## config.mk

```make
export PLATFORM = sky130hd
export DESIGN_NAME = usb_msg_responder
export DESIGN_NICKNAME = d
export VERILOG_FILES = /design/src/rtl/usb_msg_responder.sv
export SDC_FILE = /design/constraint.sdc
export NUM_CORES = 1
export LEC_CHECK = 0
export ABC_AREA = 0
export CAP_MARGIN = 5
export CORE_ASPECT_RATIO = 0.9
export CORE_MARGIN = 2
export CORE_UTILIZATION = 40
export DETAILED_ROUTE_END_ITERATION = 12
export PLACE_DENSITY = 0.56
export SYNTH_ARGS = -nofsm -noshare
export SYNTH_HDL_FRONTEND = slang
export SYNTH_SLANG_ARGS = --single-unit
```

## constraint.sdc

```tcl
create_clock -name clk_48mhz -period 6.5 [get_ports clk_48mhz]
set_clock_uncertainty 0.15 [all_clocks]
set_input_delay 0.975 -clock clk_48mhz [delete_from_list [all_inputs] [get_ports clk_48mhz]]
set_output_delay 0.975 -clock clk_48mhz [all_outputs]
set_load 0.02 [all_outputs]
```

## src/rtl/usb_msg_responder.sv

```systemverilog
// Command-triggered message transmitter between usb_uart byte pipes and user logic.
// A received trigger byte selects a stored message that is streamed back out, one byte per handshake.
module usb_msg_responder #(
   parameter int         MSG_COUNT   = 4,
   parameter int         MSG_MAX_LEN = 16,
   parameter logic [7:0] TRIG_BASE   = 8'h61,
   localparam int        MSG_W       = (MSG_COUNT > 1) ? $clog2(MSG_COUNT) : 1,
   localparam int        ADDR_W      = $clog2(MSG_MAX_LEN)
) (
   input  logic              clk_48mhz,
   input  logic              reset,
   input  logic [7:0]        uart_out_data,
   input  logic              uart_out_valid,
   output logic              uart_out_ready,
   output logic [7:0]        uart_in_data,
   output logic              uart_in_valid,
   input  logic              uart_in_ready,
   input  logic              cfg_wr_en,
   input  logic              cfg_len_wr_en,
   input  logic [MSG_W-1:0]  cfg_wr_msg,
   input  logic [ADDR_W-1:0] cfg_wr_addr,
   input  logic [7:0]        cfg_wr_data,
   input  logic [ADDR_W:0]   cfg_len_data,
   output logic              busy,
   output logic [MSG_W-1:0]  active_msg,
   output logic [7:0]        drop_count
);

   typedef enum logic [0:0] {ST_IDLE, ST_SEND} state_t;

   localparam logic [ADDR_W:0] MAX_LEN = (ADDR_W + 1)'(MSG_MAX_LEN);

   logic [7:0]        mem [MSG_COUNT][MSG_MAX_LEN];
   logic [ADDR_W:0]   len_q [MSG_COUNT];

   state_t            state_q, state_d;
   logic [MSG_W-1:0]  cur_q, cur_d;
   logic [ADDR_W-1:0] idx_q, idx_d;
   logic [ADDR_W:0]   cur_len_q, cur_len_d;
   logic              pend_q, pend_d;
   logic [MSG_W-1:0]  pend_msg_q, pend_msg_d;
   logic [7:0]        drop_q, drop_d;
   logic [7:0]        data_q, data_d;
   logic              ready_q;

   logic [7:0]        trig_off;
   logic              trig_hit;
   logic [MSG_W-1:0]  trig_msg;
   logic              hs;
   logic              last;
   logic              launch;
   logic [MSG_W-1:0]  launch_msg;

   // Byte storage is deliberately left without reset.
   always_ff @(posedge clk_48mhz) begin
      if (cfg_wr_en && state_q == ST_IDLE && int'(cfg_wr_msg) < MSG_COUNT) begin
         mem[cfg_wr_msg][cfg_wr_addr] <= cfg_wr_data;
      end
   end

   always_ff @(posedge clk_48mhz) begin
      if (reset) begin
         for (int k = 0; k < MSG_COUNT; k++) begin
            len_q[k] <= '0;
         end
      end else if (cfg_len_wr_en && state_q == ST_IDLE && int'(cfg_wr_msg) < MSG_COUNT) begin
         len_q[cfg_wr_msg] <= (cfg_len_data > MAX_LEN) ? MAX_LEN : cfg_len_data;
      end
   end

   // A trigger only counts for a slot that currently has a non-zero length.
   always_comb begin
      trig_off = uart_out_data - TRIG_BASE;
      trig_hit = 1'b0;
      trig_msg = '0;
      for (int k = 0; k < MSG_COUNT; k++) begin
         if (uart_out_valid && ready_q && trig_off == 8'(k) && len_q[k] != '0) begin
            trig_hit = 1'b1;
            trig_msg = MSG_W'(k);
         end
      end
   end

   always_comb begin
      state_d    = state_q;
      cur_d      = cur_q;
      idx_d      = idx_q;
      cur_len_d  = cur_len_q;
      pend_d     = pend_q;
      pend_msg_d = pend_msg_q;
      drop_d     = drop_q;
      data_d     = data_q;
      launch     = 1'b0;
      launch_msg = trig_msg;
      hs         = (state_q == ST_SEND) && uart_in_ready;
      last       = hs && (({1'b0, idx_q} + 1'b1) == cur_len_q);

      case (state_q)
         ST_IDLE: begin
            if (trig_hit) begin
               launch = 1'b1;
            end
         end
         ST_SEND: begin
            if (last) begin
               // The pending slot goes first; a same-cycle trigger takes its place.
               if (pend_q) begin
                  launch     = 1'b1;
                  launch_msg = pend_msg_q;
                  pend_d     = trig_hit;
                  pend_msg_d = trig_msg;
               end else if (trig_hit) begin
                  launch = 1'b1;
               end else begin
                  state_d = ST_IDLE;
               end
            end else begin
               if (hs) begin
                  idx_d  = idx_q + 1'b1;
                  data_d = mem[cur_q][idx_q + 1'b1];
               end
               if (trig_hit) begin
                  if (!pend_q) begin
                     pend_d     = 1'b1;
                     pend_msg_d = trig_msg;
                  end else if (drop_q != 8'hFF) begin
                     drop_d = drop_q + 1'b1;
                  end
               end
            end
         end
         default: state_d = ST_IDLE;
      endcase

      if (launch) begin
         state_d   = ST_SEND;
         cur_d     = launch_msg;
         idx_d     = '0;
         cur_len_d = len_q[launch_msg];
         data_d    = mem[launch_msg][0];
      end
   end

   always_ff @(posedge clk_48mhz) begin
      if (reset) begin
         state_q    <= ST_IDLE;
         cur_q      <= '0;
         idx_q      <= '0;
         cur_len_q  <= '0;
         pend_q     <= 1'b0;
         pend_msg_q <= '0;
         drop_q     <= '0;
         data_q     <= '0;
         ready_q    <= 1'b0;
      end else begin
         state_q    <= state_d;
         cur_q      <= cur_d;
         idx_q      <= idx_d;
         cur_len_q  <= cur_len_d;
         pend_q     <= pend_d;
         pend_msg_q <= pend_msg_d;
         drop_q     <= drop_d;
         data_q     <= data_d;
         ready_q    <= 1'b1;
      end
   end

   assign uart_out_ready = ready_q;
   assign uart_in_valid  = (state_q == ST_SEND);
   assign uart_in_data   = data_q;
   assign busy           = (state_q == ST_SEND);
   assign active_msg     = cur_q;
   assign drop_count     = drop_q;

endmodule

```

=== After elaboration in Yosys (flattened, before gate mapping) ===
Memory sizes are Yosys's and may differ from the RTL's. A register that Yosys moved wholly into a read port is not among the register bits.
Cells that the tools add are included.
Widths: inputs -> output; s select.

* RAM bits: 532
* Memories kept: 2
* Bits in registers: 27
* Output and inout port bits: 21

{| class="wikitable"
|+ Memory list
! memory !! depth !! width !! read ports !! clocked after Yosys merged registers in !! wr ports !! line !! source
|-
| mem || 4 || 128 || 2 || 1 || 1 || 33 || <nowiki>logic [7:0] mem [MSG_COUNT][MSG_MAX_LEN];</nowiki>
|-
| len_q || 4 || 5 || 5 || 1 || 4 || 34 || <nowiki>logic [ADDR_W:0] len_q [MSG_COUNT];</nowiki>
|}

* Bitwise gates (word level): 4
* Reduce and logical (&&, ||, !) cells: 29
* Add/subtract/negate cells: 4
* Equality and inequality tests: 7
* Multiplexer cells: 46
* Magnitude comparators: 4

{| class="wikitable"
|+ Operators by type and width
! operator !! number
|-
| $mux 128 || 1
|-
| $mux 8 || 7
|-
| $bmux 8 s4 || 1
|-
| $demux 8 s4 || 1
|-
| $mux 1 || 22
|-
| $mux 2 || 11
|-
| $reduce_bool 5->1 || 4
|-
| $eq 8x2->1 const B || 2
|-
| $logic_and 1x1->1 || 14
|-
| $ge 5x5->1 const B || 2
|-
| $mux 5 || 2
|-
| $not 4->5 || 2
|-
| $reduce_and 3->1 || 3
|-
| $add 8x1->8 const B || 1
|-
| $eq 8x1->1 const B || 1
|-
| $logic_not 8->1 || 1
|-
| $ne 8x8->1 const B || 1
|-
| $sub 8x7->8 const B || 1
|-
| $reduce_bool 2->1 || 3
|-
| $add 4x1->5 const B || 1
|-
| $eq 5x5->1 || 1
|-
| $gt 5x5->1 const B || 1
|-
| $lt 5x1->1 const B || 1
|-
| $reduce_and 5->1 || 1
|-
| 8 further kinds || 9
|}

=== Depth between registers and ports, before layout ===
* Depth after elaboration: 14
* Depth in mapped cells: 11

=== Worst setup path after synthesis ===
OpenSTA, ideal clock, no wires.

* Path kind: input port to flip-flop
* Start: in uart_out_data[7]
* End: reg data_q[6], in the netlist uart_in_data[6]
* Library setup time: 130 ps
* Data required time: 6220 ps
* Setup slack: 3314 ps
* Arrival time: 2906 ps
* Stages on the path: 9
* Cell sequence: and4b_1 nand3_1 or4_4 or2_1 buf_6 a2bb2oi_4 buf_4 a2111oi_0 o31ai_1

* Word-level cells in the longest chain between the ends: 14
* Elaborated cells on any way between the ends: 33
* Classes of those cells: add/sub (1); eq/ne (4); mux (15); reduce/logical (12); memory (1)

{| class="wikitable"
|+ Ends and longest elaborated chain
! what !! line !! source
|-
| start: declaration || 12 || <nowiki>input logic [7:0] uart_out_data,</nowiki>
|-
| $sub 8x7->8 * || 73 || <nowiki>trig_off = uart_out_data - TRIG_BASE;</nowiki>
|-
| $logic_not 8->1 || 77 || <nowiki>if (uart_out_valid && ready_q && trig_off == 8'(k) && len_q[k] != '0) begin</nowiki>
|-
| $logic_and 1x1->1 (2 in series) || 77 ||
|-
| $mux 1 (4 in series) || 77 ||
|-
| $mux 1 || 100, 112 ||
|-
| $mux 1 || 107 || <nowiki>if (pend_q) begin</nowiki>
|-
| $mux 1 || 105 || <nowiki>if (last) begin</nowiki>
|-
| $pmux 1 s2 || 98 || <nowiki>case (state_q)</nowiki>
|-
| $ne 2x1->1 (no source line) or $reduce_bool 2->1 (tied branches) || -- ||
|-
| $reduce_and 3->1 (no source line) || -- ||
|-
| end signal: assignment || 163 || <nowiki>data_q <= data_d;</nowiki>
|-
| end: declaration || 43 || <nowiki>logic [7:0] data_q, data_d;</nowiki>
|}

Mark *: on every way between the ends. The rest lies on a longest branch, timed or not.
A chain may end at the register's enable or synchronous reset.

=== Final worst setup path ===
* Start: reg idx_q[0]
* End: reg cur_len_q[3], read port of len_q

* Word-level cells in the longest chain between the ends: 5
* Elaborated cells on any way between the ends: 7
* Classes of those cells: add/sub (1); eq/ne (1); mux (4); reduce/logical (1)

{| class="wikitable"
|+ Ends and longest elaborated chain
! what !! line !! source
|-
| start: declaration || 38 || <nowiki>logic [ADDR_W-1:0] idx_q, idx_d;</nowiki>
|-
| start signal: assignment || 158 || <nowiki>idx_q <= idx_d;</nowiki>
|-
| $add 4x1->5 * || 96 || <nowiki>last = hs && (({1'b0, idx_q} + 1'b1) == cur_len_q);</nowiki>
|-
| $eq 5x5->1 * || 96 ||
|-
| $logic_and 1x1->1 * || 96 ||
|-
| $mux 1 or $mux 2 (tied branches) || 105 ||
|-
| $pmux 1 s2 or $mux 2 (tied branches) || 98 ||
|-
| end: declaration || 39 || <nowiki>logic [ADDR_W:0] cur_len_q, cur_len_d;</nowiki>
|}

Marks and branches as above.

==> run_results.csv <==
group,metric,value,unit
sta,setup-violations-final,0,
clock_network,cts_buffer_depth,3,
logic_synthesis,ys_ff_latch,566,
sta,final-hold-violation-count,0,
placed_design,gp_congestion,0.821,
setup_path,worst_setup_path_end_kind,"flop",
clock_network,hold_buffers,0,
global_routing,antenna_found_initial,0,
global_routing,grt-ovfl-total,0,
floorplanning,dieWidth,257,um
finish,utilization,45.5,%
logic_synthesis,post_synth_main_area_contributors,"edfxtp_1 (70%), mux4_2 (9.4%), dfxtp_1 (3.0%), mux2i_1 (2.9%), nor2_1 (1.8%)",
placed_design,placed_area,24200,um2
route,first_pass_iters,5,
clock_network,cts_setup_buffers,0,
clock_network,htreeDepth,2,
finish,fin_area,25900,um2
placed_design,io_buffer_count,53,
route,vias_per_cell,5.66,
finish,num-fill-cells,4999,
sta,setup_ws,1530,ps
global_routing,grt_pass1_wl,80600,um
sta,finalCritPeriodShare,76.5,%
setup_path,critical_path_class,"reg -> reg",
finish,num_antenna_cells,0,
logic_synthesis,ys_top_cells_by_count,"edfxtp_1 (532), nor2_1 (108), mux4_2 (96)",
route,detail-route-antenna-nets,0,
power_and_ir_drop,ir_worst_vdd,0.216,mV
setup_path,critPathMaxFanout,27,
clock_network,clk_pin_slew,60,ps
route,wl_per_cell,25.4,um
logic_synthesis,synth.top_cell.area_share,69.5,%
clock_network,cts_resized,0,
power_and_ir_drop,fin_total_pwr,7.21,mW
floorplanning,io_pins,54,
sta,max_slew_margin,25.8,%
logic_synthesis,synth_top_area_cell,"edfxtp_1",
floorplanning,core_area,56900,um2
sta,rsz0062_at_grt,"false",
finish,area_growth,12.8,%
logic_synthesis,synth_edf_count,532,
setup_path,start_kind,"flop",
clock_network,clock_latency,610,ps
finish,layout-drive-gt1-share,16.3,%
setup_path,crit_required,6850,ps
sta,tightest_slew,1110,ps
run_status,status,"complete, no violations",
floorplanning,die_area,59400,um2
sta,fin_crit,4970,ps
floorplanning,die_h,231,um
route,drc,0,
setup_path,cp.arrival,5320,ps
global_routing,grt_use_total,18.6,%
finish,nets,1388,
logic_synthesis,syn_area,23000,um2
logic_synthesis,synth.most_common_cell,"edfxtp_1",
sta,setup-tns-final,0,ps
logic_synthesis,async_flop_share,0,%
worst_hold_path,hold_class,"reg -> reg",
global_routing,grt_max_degree,65,
sta,slew_viol_final,0,
floorplanning,start_util,40.4,%
clock_network,numCtsBuffers,55,
global_routing,grt_pass1_vias,12100,
logic_synthesis,synth-seq-area-share,72.5,%
clock_network,clock-sinks,566,
logic_synthesis,yosys_warnings,0,
clock_network,cts_tree,"done",
logic_synthesis,synth.avg_cell_area,17.7,um2
sta,fmax,201,MHz
power_and_ir_drop,p_leak,7.79,nW
run,max_cap_violations,0,
route,drtIter0Drc,1003,
logic_synthesis,synth.distinct_cells,65,
logic_synthesis,synth_nets,1331,
route,vias,12200,
floorplanning,fp-row-count,83,
power_and_ir_drop,power_density,278,nW/um2
clock_network,clockRootBuffer,"clkbuf_16",
logic_synthesis,synth_flop_cell,"edfxtp_1",
placed_design,dp_slack,1600,ps
placed_design,post-dp-hpwl,33600,um
route,routed_wl,55000,um
logic_synthesis,postSynthCellCount,1296,
[metrics by stage]
stage | instances | hold WS [ps]
final | 2161 | 351
after global routing | 2161 | 364
after CTS | 2161 | 351
after detailed placement | 2061 | 343
after global placement | 2061 | 332
after floorplan | 1296 | 328
[final timing paths]
| kind | slack (ps) | end | from | cells after the start |
|---|---|---|---|---|
| max | 1530 | cur_len_q[3]$_SDFFE_PP0P_ | idx_q[0]$_SDFFE_PP0P_ | 8 |
| min | 350 | drop_count[6]$_SDFFE_PP0P_ | drop_count[6]$_SDFFE_PP0P_ | 2 |
| max reg2reg | 1530 | cur_len_q[3]$_SDFFE_PP0P_ | idx_q[0]$_SDFFE_PP0P_ | 8 |
| min reg2reg | 350 | drop_count[6]$_SDFFE_PP0P_ | drop_count[6]$_SDFFE_PP0P_ | 2 |
[metal layers]
metal  track usage, %  up-vias  part of all wire [%]
li1                 -     5406                     -
met2             28.1      424                    45
met3             4.64       86                   8.3
met1             26.5     6323                    44
met4             5.87        0                   2.5
met5                0        -                     0
[cell families after synthesis]
logic type | share of synthesized area [%]
buffers and inverters | 1.90
DFF | 72.5
and+or+nand+nor | 4.47
AOI/OAI and AO/OA | 7.76
xor gates and xnor gates | 0.670
muxes | 12.6
adders and majority gates | 0.109
[state kept, by name, summed over array words and instances, names as in the netlist, named ones only]
name	flops
busy	1
mem	512
idx_q	4
drop_count	8
len_q	20
active_msg	2
pend_q	1
pend_msg_q	2
uart_in_data	8
cur_len_q	5
uart_out_ready	1
[cell usage in the layout, fill, tap and decap left out, types with 17 or more instances in the layout]
cell	netlist	final
nor2_1	108	107
clkbuf_16	0	55
mux2i_1	66	66
clkdlybuf4s50_1	0	45
a221oi_1	32	32
nand2_1	49	49
dfxtp_1	34	32
a21oi_1	22	22
edfxtp_1	532	532
mux4_2	96	96
inv_1	17	17
a2111oi_0	18	18
a22oi_1	49	49
buf_4	6	22
[critical path, stage by stage, from the launching register on]
cell      delay, ps
dfxtp_1         940
ha_1            840
xor2_1          140
or3_4           410
a211oi_4        540
a21boi_1        270
nor2_2          830
mux2_2          420
a221o_1         320
[area by class of cell]
class	count	area, um2	share of cell area [%]
inverter	18	67.6	0.261
multi-input combinational	636	5880	22.7
timing repair buffer	76	676	2.61
clock inverter	33	253	0.975
tap	765	957	3.69
sequential	566	16700	64.3
clock buffer	67	1420	5.48
[report_power, final]
part / internal [mW] / switching [mW]
logic: 0.0460 / 0.126
registers: 4.02 / 0.0131
clock network: 1.67 / 1.34
(Power assumes the default switching activity.)
